--- config.mk ---
export PLATFORM = sky130hd
export DESIGN_NAME = sdram_arbiter_flat
export DESIGN_NICKNAME = d
export VERILOG_FILES = /design/src/rtl/sdram_arbiter_pkg.sv /design/src/rtl/sdram_arbiter_if.sv /design/src/rtl/sdram_arbiter.sv /design/src/flat_wrapper.sv
export SDC_FILE = /design/constraint.sdc
export NUM_CORES = 1
export LEC_CHECK = 0
export ABC_AREA = 1
export CORE_MARGIN = 4
export CORE_UTILIZATION = 30
export CTS_CLUSTER_DIAMETER = 150
export DETAILED_ROUTE_END_ITERATION = 10
export MAX_ROUTING_LAYER = met4
export PLACE_DENSITY = 0.63
export SYNTH_ARGS = -nofsm -noshare
export SYNTH_HDL_FRONTEND = slang
export SYNTH_SLANG_ARGS = --single-unit
--- constraint.sdc ---
create_clock -name clk -period 5.4 [get_ports clk]
set_clock_uncertainty 0.2 [all_clocks]
set_input_delay 0.81 -clock clk [delete_from_list [all_inputs] [get_ports clk]]
set_output_delay 0.81 -clock clk [all_outputs]
set_load 0.1 [all_outputs]
--- src/rtl/sdram_arbiter_pkg.sv ---
// Shared SDRAM definitions: command encodings, bus widths and arbiter states.
package sdram_defs;

  localparam int CMD_W  = 4;
  localparam int BA_W   = 2;
  localparam int ADDR_W = 13;
  localparam int DQ_W   = 16;

  // {cs_n, ras_n, cas_n, we_n}
  localparam logic [CMD_W-1:0] CMD_NOP  = 4'b0111;
  localparam logic [CMD_W-1:0] CMD_ACT  = 4'b0011;
  localparam logic [CMD_W-1:0] CMD_RD   = 4'b0101;
  localparam logic [CMD_W-1:0] CMD_WR   = 4'b0100;
  localparam logic [CMD_W-1:0] CMD_BST  = 4'b0110;
  localparam logic [CMD_W-1:0] CMD_PRE  = 4'b0010;
  localparam logic [CMD_W-1:0] CMD_AREF = 4'b0001;
  localparam logic [CMD_W-1:0] CMD_MRS  = 4'b0000;

  // Idle pin values presented whenever no master owns the bus.
  localparam logic [BA_W-1:0]   BA_IDLE   = 2'b11;
  localparam logic [ADDR_W-1:0] ADDR_IDLE = 13'h1FFF;

  typedef enum logic [2:0] {
    IDLE  = 3'd0,
    ARBIT = 3'd1,
    AREF  = 3'd2,
    WRITE = 3'd3,
    READ  = 3'd4
  } state_t;

endpackage

--- src/rtl/sdram_arbiter_if.sv ---
// Bundle of the four master buses and the SDRAM pin-side outputs.
interface sdram_arbiter_if;
  import sdram_defs::*;

  logic              init_end;
  logic [CMD_W-1:0]  init_cmd;
  logic [BA_W-1:0]   init_ba;
  logic [ADDR_W-1:0] init_addr;

  logic              aref_req;
  logic              aref_end;
  logic [CMD_W-1:0]  aref_cmd;
  logic [BA_W-1:0]   aref_ba;
  logic [ADDR_W-1:0] aref_addr;

  logic              wr_req;
  logic              wr_end;
  logic [CMD_W-1:0]  wr_cmd;
  logic [BA_W-1:0]   wr_ba;
  logic [ADDR_W-1:0] wr_addr;
  logic              wr_dq_oe;
  logic [DQ_W-1:0]   wr_dq;

  logic              rd_req;
  logic              rd_end;
  logic [CMD_W-1:0]  rd_cmd;
  logic [BA_W-1:0]   rd_ba;
  logic [ADDR_W-1:0] rd_addr;

  logic              aref_en;
  logic              wr_en;
  logic              rd_en;
  logic              timeout_err;
  logic              sdram_cke;
  logic              sdram_cs_n;
  logic              sdram_ras_n;
  logic              sdram_cas_n;
  logic              sdram_we_n;
  logic [BA_W-1:0]   sdram_bank;
  logic [ADDR_W-1:0] sdram_addr;
  logic [DQ_W-1:0]   sdram_dq_out;
  logic              sdram_dq_oe;

  // Arbiter side
  modport slave (
    input  init_end, init_cmd, init_ba, init_addr,
    input  aref_req, aref_end, aref_cmd, aref_ba, aref_addr,
    input  wr_req, wr_end, wr_cmd, wr_ba, wr_addr, wr_dq_oe, wr_dq,
    input  rd_req, rd_end, rd_cmd, rd_ba, rd_addr,
    output aref_en, wr_en, rd_en, timeout_err, sdram_cke,
    output sdram_cs_n, sdram_ras_n, sdram_cas_n, sdram_we_n,
    output sdram_bank, sdram_addr, sdram_dq_out, sdram_dq_oe
  );

  // Master / environment side
  modport master (
    output init_end, init_cmd, init_ba, init_addr,
    output aref_req, aref_end, aref_cmd, aref_ba, aref_addr,
    output wr_req, wr_end, wr_cmd, wr_ba, wr_addr, wr_dq_oe, wr_dq,
    output rd_req, rd_end, rd_cmd, rd_ba, rd_addr,
    input  aref_en, wr_en, rd_en, timeout_err, sdram_cke,
    input  sdram_cs_n, sdram_ras_n, sdram_cas_n, sdram_we_n,
    input  sdram_bank, sdram_addr, sdram_dq_out, sdram_dq_oe
  );

endinterface

--- src/rtl/sdram_arbiter.sv ---
// SDRAM command-bus arbiter: init owns the bus until init_end, then refresh
// has priority and write/read alternate. All pin outputs are registered so
// every master sees the same one-cycle latency to the device.
module sdram_arbiter
  import sdram_defs::*;
#(
  parameter logic [15:0] TIMEOUT_CYC = 16'd4096
) (
  input logic           clk,
  input logic           rst,
  sdram_arbiter_if.slave bus
);

  state_t state, state_next;
  state_t last_grant;

  logic [15:0]       timer;
  logic              timeout_next;
  logic              timeout_reg;
  logic              timeout_hit;

  logic [CMD_W-1:0]  cmd_next,  cmd_reg;
  logic [BA_W-1:0]   ba_next,   ba_reg;
  logic [ADDR_W-1:0] addr_next, addr_reg;
  logic [DQ_W-1:0]   dq_next,   dq_reg;
  logic              oe_next,   oe_reg;

  // Forced release point: the last allowed cycle of any grant state.
  assign timeout_hit = (timer == TIMEOUT_CYC - 16'd1);

  // Next-state decision and pin mux for the owner of the current state.
  always_comb begin
    state_next   = state;
    timeout_next = 1'b0;
    cmd_next     = CMD_NOP;
    ba_next      = BA_IDLE;
    addr_next    = ADDR_IDLE;
    dq_next      = '0;
    oe_next      = 1'b0;
    case (state)
      IDLE: begin
        cmd_next  = bus.init_cmd;
        ba_next   = bus.init_ba;
        addr_next = bus.init_addr;
        if (bus.init_end) state_next = ARBIT;
      end
      ARBIT: begin
        if (bus.aref_req)                  state_next = AREF;
        else if (bus.wr_req && bus.rd_req) state_next = (last_grant == WRITE) ? READ : WRITE;
        else if (bus.wr_req)               state_next = WRITE;
        else if (bus.rd_req)               state_next = READ;
      end
      AREF: begin
        cmd_next  = bus.aref_cmd;
        ba_next   = bus.aref_ba;
        addr_next = bus.aref_addr;
        if (bus.aref_end) state_next = ARBIT;
        else if (timeout_hit) begin
          state_next   = ARBIT;
          timeout_next = 1'b1;
        end
      end
      WRITE: begin
        cmd_next  = bus.wr_cmd;
        ba_next   = bus.wr_ba;
        addr_next = bus.wr_addr;
        dq_next   = bus.wr_dq;
        oe_next   = bus.wr_dq_oe;
        if (bus.wr_end) state_next = ARBIT;
        else if (timeout_hit) begin
          state_next   = ARBIT;
          timeout_next = 1'b1;
        end
      end
      READ: begin
        cmd_next  = bus.rd_cmd;
        ba_next   = bus.rd_ba;
        addr_next = bus.rd_addr;
        if (bus.rd_end) state_next = ARBIT;
        else if (timeout_hit) begin
          state_next   = ARBIT;
          timeout_next = 1'b1;
        end
      end
      default: state_next = IDLE;
    endcase
  end

  // State, alternation memory and grant timer.
  always_ff @(posedge clk or posedge rst) begin
    if (rst) begin
      state       <= IDLE;
      last_grant  <= READ;
      timer       <= '0;
      timeout_reg <= 1'b0;
    end else begin
      state       <= state_next;
      timeout_reg <= timeout_next;
      if (state == ARBIT && (state_next == WRITE || state_next == READ))
        last_grant <= state_next;
      // Cleared while not granted so it starts at zero on grant entry.
      if (state == IDLE || state == ARBIT) timer <= '0;
      else                                 timer <= timer + 16'd1;
    end
  end

  // Registered device pins.
  always_ff @(posedge clk or posedge rst) begin
    if (rst) begin
      cmd_reg  <= CMD_NOP;
      ba_reg   <= BA_IDLE;
      addr_reg <= ADDR_IDLE;
      dq_reg   <= '0;
      oe_reg   <= 1'b0;
    end else begin
      cmd_reg  <= cmd_next;
      ba_reg   <= ba_next;
      addr_reg <= addr_next;
      dq_reg   <= dq_next;
      oe_reg   <= oe_next;
    end
  end

  assign bus.aref_en      = (state == AREF);
  assign bus.wr_en        = (state == WRITE);
  assign bus.rd_en        = (state == READ);
  assign bus.timeout_err  = timeout_reg;
  assign bus.sdram_cke    = 1'b1;
  assign {bus.sdram_cs_n, bus.sdram_ras_n, bus.sdram_cas_n, bus.sdram_we_n} = cmd_reg;
  assign bus.sdram_bank   = ba_reg;
  assign bus.sdram_addr   = addr_reg;
  assign bus.sdram_dq_out = dq_reg;
  assign bus.sdram_dq_oe  = oe_reg;

endmodule

--- src/flat_wrapper.sv ---
// flat-port wrapper written by rule: the top's interface ports become plain ports
module sdram_arbiter_flat import sdram_defs::*;
#(
  parameter logic [15:0] TIMEOUT_CYC = 16'd4096
)
  (clk, rst, bus_init_end, bus_init_cmd, bus_init_ba, bus_init_addr, bus_aref_req, bus_aref_end, bus_aref_cmd, bus_aref_ba, bus_aref_addr, bus_wr_req, bus_wr_end, bus_wr_cmd, bus_wr_ba, bus_wr_addr, bus_wr_dq_oe, bus_wr_dq, bus_rd_req, bus_rd_end, bus_rd_cmd, bus_rd_ba, bus_rd_addr, bus_aref_en, bus_wr_en, bus_rd_en, bus_timeout_err, bus_sdram_cke, bus_sdram_cs_n, bus_sdram_ras_n, bus_sdram_cas_n, bus_sdram_we_n, bus_sdram_bank, bus_sdram_addr, bus_sdram_dq_out, bus_sdram_dq_oe);
  sdram_arbiter_if bus_i ();
  input logic clk;
  input logic rst;
  input wire logic [$bits(bus_i.init_end)-1:0] bus_init_end;
  input wire logic [$bits(bus_i.init_cmd)-1:0] bus_init_cmd;
  input wire logic [$bits(bus_i.init_ba)-1:0] bus_init_ba;
  input wire logic [$bits(bus_i.init_addr)-1:0] bus_init_addr;
  input wire logic [$bits(bus_i.aref_req)-1:0] bus_aref_req;
  input wire logic [$bits(bus_i.aref_end)-1:0] bus_aref_end;
  input wire logic [$bits(bus_i.aref_cmd)-1:0] bus_aref_cmd;
  input wire logic [$bits(bus_i.aref_ba)-1:0] bus_aref_ba;
  input wire logic [$bits(bus_i.aref_addr)-1:0] bus_aref_addr;
  input wire logic [$bits(bus_i.wr_req)-1:0] bus_wr_req;
  input wire logic [$bits(bus_i.wr_end)-1:0] bus_wr_end;
  input wire logic [$bits(bus_i.wr_cmd)-1:0] bus_wr_cmd;
  input wire logic [$bits(bus_i.wr_ba)-1:0] bus_wr_ba;
  input wire logic [$bits(bus_i.wr_addr)-1:0] bus_wr_addr;
  input wire logic [$bits(bus_i.wr_dq_oe)-1:0] bus_wr_dq_oe;
  input wire logic [$bits(bus_i.wr_dq)-1:0] bus_wr_dq;
  input wire logic [$bits(bus_i.rd_req)-1:0] bus_rd_req;
  input wire logic [$bits(bus_i.rd_end)-1:0] bus_rd_end;
  input wire logic [$bits(bus_i.rd_cmd)-1:0] bus_rd_cmd;
  input wire logic [$bits(bus_i.rd_ba)-1:0] bus_rd_ba;
  input wire logic [$bits(bus_i.rd_addr)-1:0] bus_rd_addr;
  output wire logic [$bits(bus_i.aref_en)-1:0] bus_aref_en;
  output wire logic [$bits(bus_i.wr_en)-1:0] bus_wr_en;
  output wire logic [$bits(bus_i.rd_en)-1:0] bus_rd_en;
  output wire logic [$bits(bus_i.timeout_err)-1:0] bus_timeout_err;
  output wire logic [$bits(bus_i.sdram_cke)-1:0] bus_sdram_cke;
  output wire logic [$bits(bus_i.sdram_cs_n)-1:0] bus_sdram_cs_n;
  output wire logic [$bits(bus_i.sdram_ras_n)-1:0] bus_sdram_ras_n;
  output wire logic [$bits(bus_i.sdram_cas_n)-1:0] bus_sdram_cas_n;
  output wire logic [$bits(bus_i.sdram_we_n)-1:0] bus_sdram_we_n;
  output wire logic [$bits(bus_i.sdram_bank)-1:0] bus_sdram_bank;
  output wire logic [$bits(bus_i.sdram_addr)-1:0] bus_sdram_addr;
  output wire logic [$bits(bus_i.sdram_dq_out)-1:0] bus_sdram_dq_out;
  output wire logic [$bits(bus_i.sdram_dq_oe)-1:0] bus_sdram_dq_oe;
  assign bus_i.init_end = bus_init_end;
  assign bus_i.init_cmd = bus_init_cmd;
  assign bus_i.init_ba = bus_init_ba;
  assign bus_i.init_addr = bus_init_addr;
  assign bus_i.aref_req = bus_aref_req;
  assign bus_i.aref_end = bus_aref_end;
  assign bus_i.aref_cmd = bus_aref_cmd;
  assign bus_i.aref_ba = bus_aref_ba;
  assign bus_i.aref_addr = bus_aref_addr;
  assign bus_i.wr_req = bus_wr_req;
  assign bus_i.wr_end = bus_wr_end;
  assign bus_i.wr_cmd = bus_wr_cmd;
  assign bus_i.wr_ba = bus_wr_ba;
  assign bus_i.wr_addr = bus_wr_addr;
  assign bus_i.wr_dq_oe = bus_wr_dq_oe;
  assign bus_i.wr_dq = bus_wr_dq;
  assign bus_i.rd_req = bus_rd_req;
  assign bus_i.rd_end = bus_rd_end;
  assign bus_i.rd_cmd = bus_rd_cmd;
  assign bus_i.rd_ba = bus_rd_ba;
  assign bus_i.rd_addr = bus_rd_addr;
  assign bus_aref_en = bus_i.aref_en;
  assign bus_wr_en = bus_i.wr_en;
  assign bus_rd_en = bus_i.rd_en;
  assign bus_timeout_err = bus_i.timeout_err;
  assign bus_sdram_cke = bus_i.sdram_cke;
  assign bus_sdram_cs_n = bus_i.sdram_cs_n;
  assign bus_sdram_ras_n = bus_i.sdram_ras_n;
  assign bus_sdram_cas_n = bus_i.sdram_cas_n;
  assign bus_sdram_we_n = bus_i.sdram_we_n;
  assign bus_sdram_bank = bus_i.sdram_bank;
  assign bus_sdram_addr = bus_i.sdram_addr;
  assign bus_sdram_dq_out = bus_i.sdram_dq_out;
  assign bus_sdram_dq_oe = bus_i.sdram_dq_oe;
  sdram_arbiter #(.TIMEOUT_CYC(TIMEOUT_CYC)) u_core (.clk(clk), .rst(rst), .bus(bus_i));
endmodule
==> metrics.txt <==
die width=104 um; # clock sinks=59; share of cells above drive strength 1=12.7%; overall power=2.46 mW; count of final setup violators=0; initial antenna violation count=0; peak supply drop=0.284 mV; buffer type at the clock tree root=clkbuf_8; Ports=143; Placed Area=4280 sq um; row cnt=34; Crit Path Class=flip-flop to primary output; Layout fillers=812; fin nets=561; final estimated routing congestion in global placement=0.782; ant diodes=0; Max-cap violations=0; Leakage Power=1.96 nW; Resize count post-CTS=0; Initial Utilization=31.4%; crit path max fanout=21; largest net degree at the start of global routing=60; routed len/inst=14.7 um; post-route cell area=4500 sq um; Clock Path Buffers=2; Worst slew margin=31.4%; Final HPWL DP=6240 um; Buffers on Ports=141; CTS tree=built; DRT Wirelength=8370 um; DR pass1 iterations=4; final worst path period need=3710 ps; DIE AREA=10900 sq um; Mapped Cells=315; final hold slack=262 ps; Hold Crit Class=flip-flop to flip-flop; DRC Markers=0; CTS H-tree lvls=3; Seq/Total Area, Yosys=53.8%; Fmax=269 MHz; GRT Resource Usage Total=16.1%; Clock Latency Late Sink=340 ps; area delta synth->final=61.1%; Post-Synthesis Net Count=418; hold buffers post-CTS=0; Die H=104 um; number of buffers created by CTS=9; YS warnings=0; Tcrit/Tclk final=68.7%; PwrDens=546 nW/um^2; synth unique cells=34; Startpoint Class=flip-flop; total global routing overflow=0; Core ar.=8890 sq um; Post-DRT Antenna Nets=0; Worst-Margin Slew=1030 ps; Final TNS setup=0 ps; vias in the first global route=2717; RSZ-0062 raised after global routing=false; via count of the routed design=2614; crit end category=primary output; DR vias/cell=4.58; first-pass GRT wire length=13400 um; status=finished, final reports clean; Slew Viols, Final=0; CP arrival=2700 ps; DRT iter0 DRCs=102; Post-CTS Setup Inserts=0; CP Data Required Time=4390 ps; Synth Area per Inst=8.86 sq um; final hold vios=0; Mapped Area=2790 sq um; synthesis-stage register bit count=59; Worst-path clk slew=60 ps
-- cell type report --
class	instances	area (sq um)	share of cell area, %
tap	108	135	3.01
multi-input combinational	198	1040	23.2
inverter	47	176	3.92
sequential	59	1500	33.4
timing repair buffer	143	1430	31.7
clock inverter	5	61.3	1.36
clock buffer	11	151	3.37
-- final timing paths --
kind                                  from                     end  slack [ps]  depth (start not counted)
max reg2reg                u_core.state[2]  u_core.bus.timeout_err        3130                          7
max                        u_core.state[2]               bus_wr_en        1690                          4
min reg2reg                u_core.timer[0]         u_core.timer[0]         260                          1
min                        u_core.timer[0]         u_core.timer[0]         260                          1
max in group asynchronous              rst       u_core.cmd_reg[3]        3710                          3
min in group asynchronous              rst         u_core.timer[6]         810                          3
-- critical path, stage by stage (launching register included) --
cell	delay, ps
dfrtp_1	430
inv_1	140
nand2_2	120
nor2_4	430
clkdlybuf4s50_1	1240
-- through the flow --
stage,util [%],instances,setup slack [ps]
2_1_floorplan,-,315,2970
3_3_place_gp,48.2,555,2080
3_5_place_dp,48.2,555,2040
4_1_cts,50.6,571,1660
5_1_grt,50.6,571,1580
6_report,50.6,571,1690
-- routing by layer --
metal / global-route usage (%) / wire length, um / vias to the layer above
li1: - / - / 1317
met1: 17.7 / 3430 / 1209
met2: 27.4 / 4320 / 79
met3: 4.72 / 491 / 9
met4: 6.08 / 119 / 0
met5: - / 0 / -
-- cell usage after synthesis --
cell | instances | area, sq um
nand2_1 | 57 | 214
inv_1 | 42 | 158
dfrtp_1 | 40 | 1000
nor2_1 | 38 | 143
dfstp_2 | 19 | 499
a21oi_1 | 15 | 75.1
nand3_1 | 14 | 70.1
nand4_1 | 13 | 81.3
a22oi_1 | 11 | 82.6
a22o_1 | 8 | 70.1
buf_2 | 7 | 35.0
nand2_2 | 6 | 37.5
inv_2 | 5 | 18.8
nor3_1 | 5 | 25.0
nor3b_1 | 5 | 37.5
a211oi_1 | 3 | 22.5
buf_4 | 3 | 22.5
o21ai_0 | 3 | 15.0
nor2_2 | 2 | 12.5
nor2_4 | 2 | 22.5
nor3_2 | 2 | 20.0
o21a_1 | 2 | 15.0
o21bai_1 | 2 | 15.0
a21oi_2 | 1 | 8.76
a311oi_1 | 1 | 8.76
a31oi_2 | 1 | 12.5
and3_1 | 1 | 6.26
buf_6 | 1 | 11.3
conb_1 | 1 | 3.75
ha_1 | 1 | 12.5
nand3_2 | 1 | 10.0
o21ai_2 | 1 | 8.76
o22ai_1 | 1 | 6.26
xor2_1 | 1 | 8.76
-- cells in the final DEF, fill, tap and decap left out, drive strengths merged --
cell type      synthesis  routed
a211oi                 3       3
a21oi                 16      16
a22o                   8       8
a22oi                 11      11
a311oi                 1       1
a31oi                  1       1
and3                   1       1
buf                   11       2
bufinv                 0       1
clkbuf                 0      11
clkdlybuf4s50          0     141
clkinv                 0       1
clkinvlp               0       3
conb                   1       1
dfrtp                 40      40
dfstp                 19      19
ha                     1       1
inv                   47      47
nand2                 63      63
nand3                 15      15
nand4                 13      13
nor2                  42      42
nor3                   7       7
nor3b                  5       5
o21a                   2       2
o21ai                  4       4
o21bai                 2       2
o22ai                  1       1
xor2                   1       1
-- kinds of logic after synthesis --
family | count (synthesis) | share of synthesized area, %
AOI/OAI and AO/OA | 49 | 12.2
xor gates and xnor gates | 1 | 0.314
adders and majority gates | 1 | 0.448
other | 1 | 0.134
DFF | 59 | 53.8
and+or+nand+nor | 146 | 24.4
buffers and inverters | 58 | 8.79
-- where the power goes --
| group | switching (mW) | internal [mW] |
|---|---|---|
| registers | 0.0455 | 0.608 |
| clock network | 0.184 | 0.239 |
| logic | 1.04 | 0.343 |
Note: power is estimated with default switching activity, not from simulation.
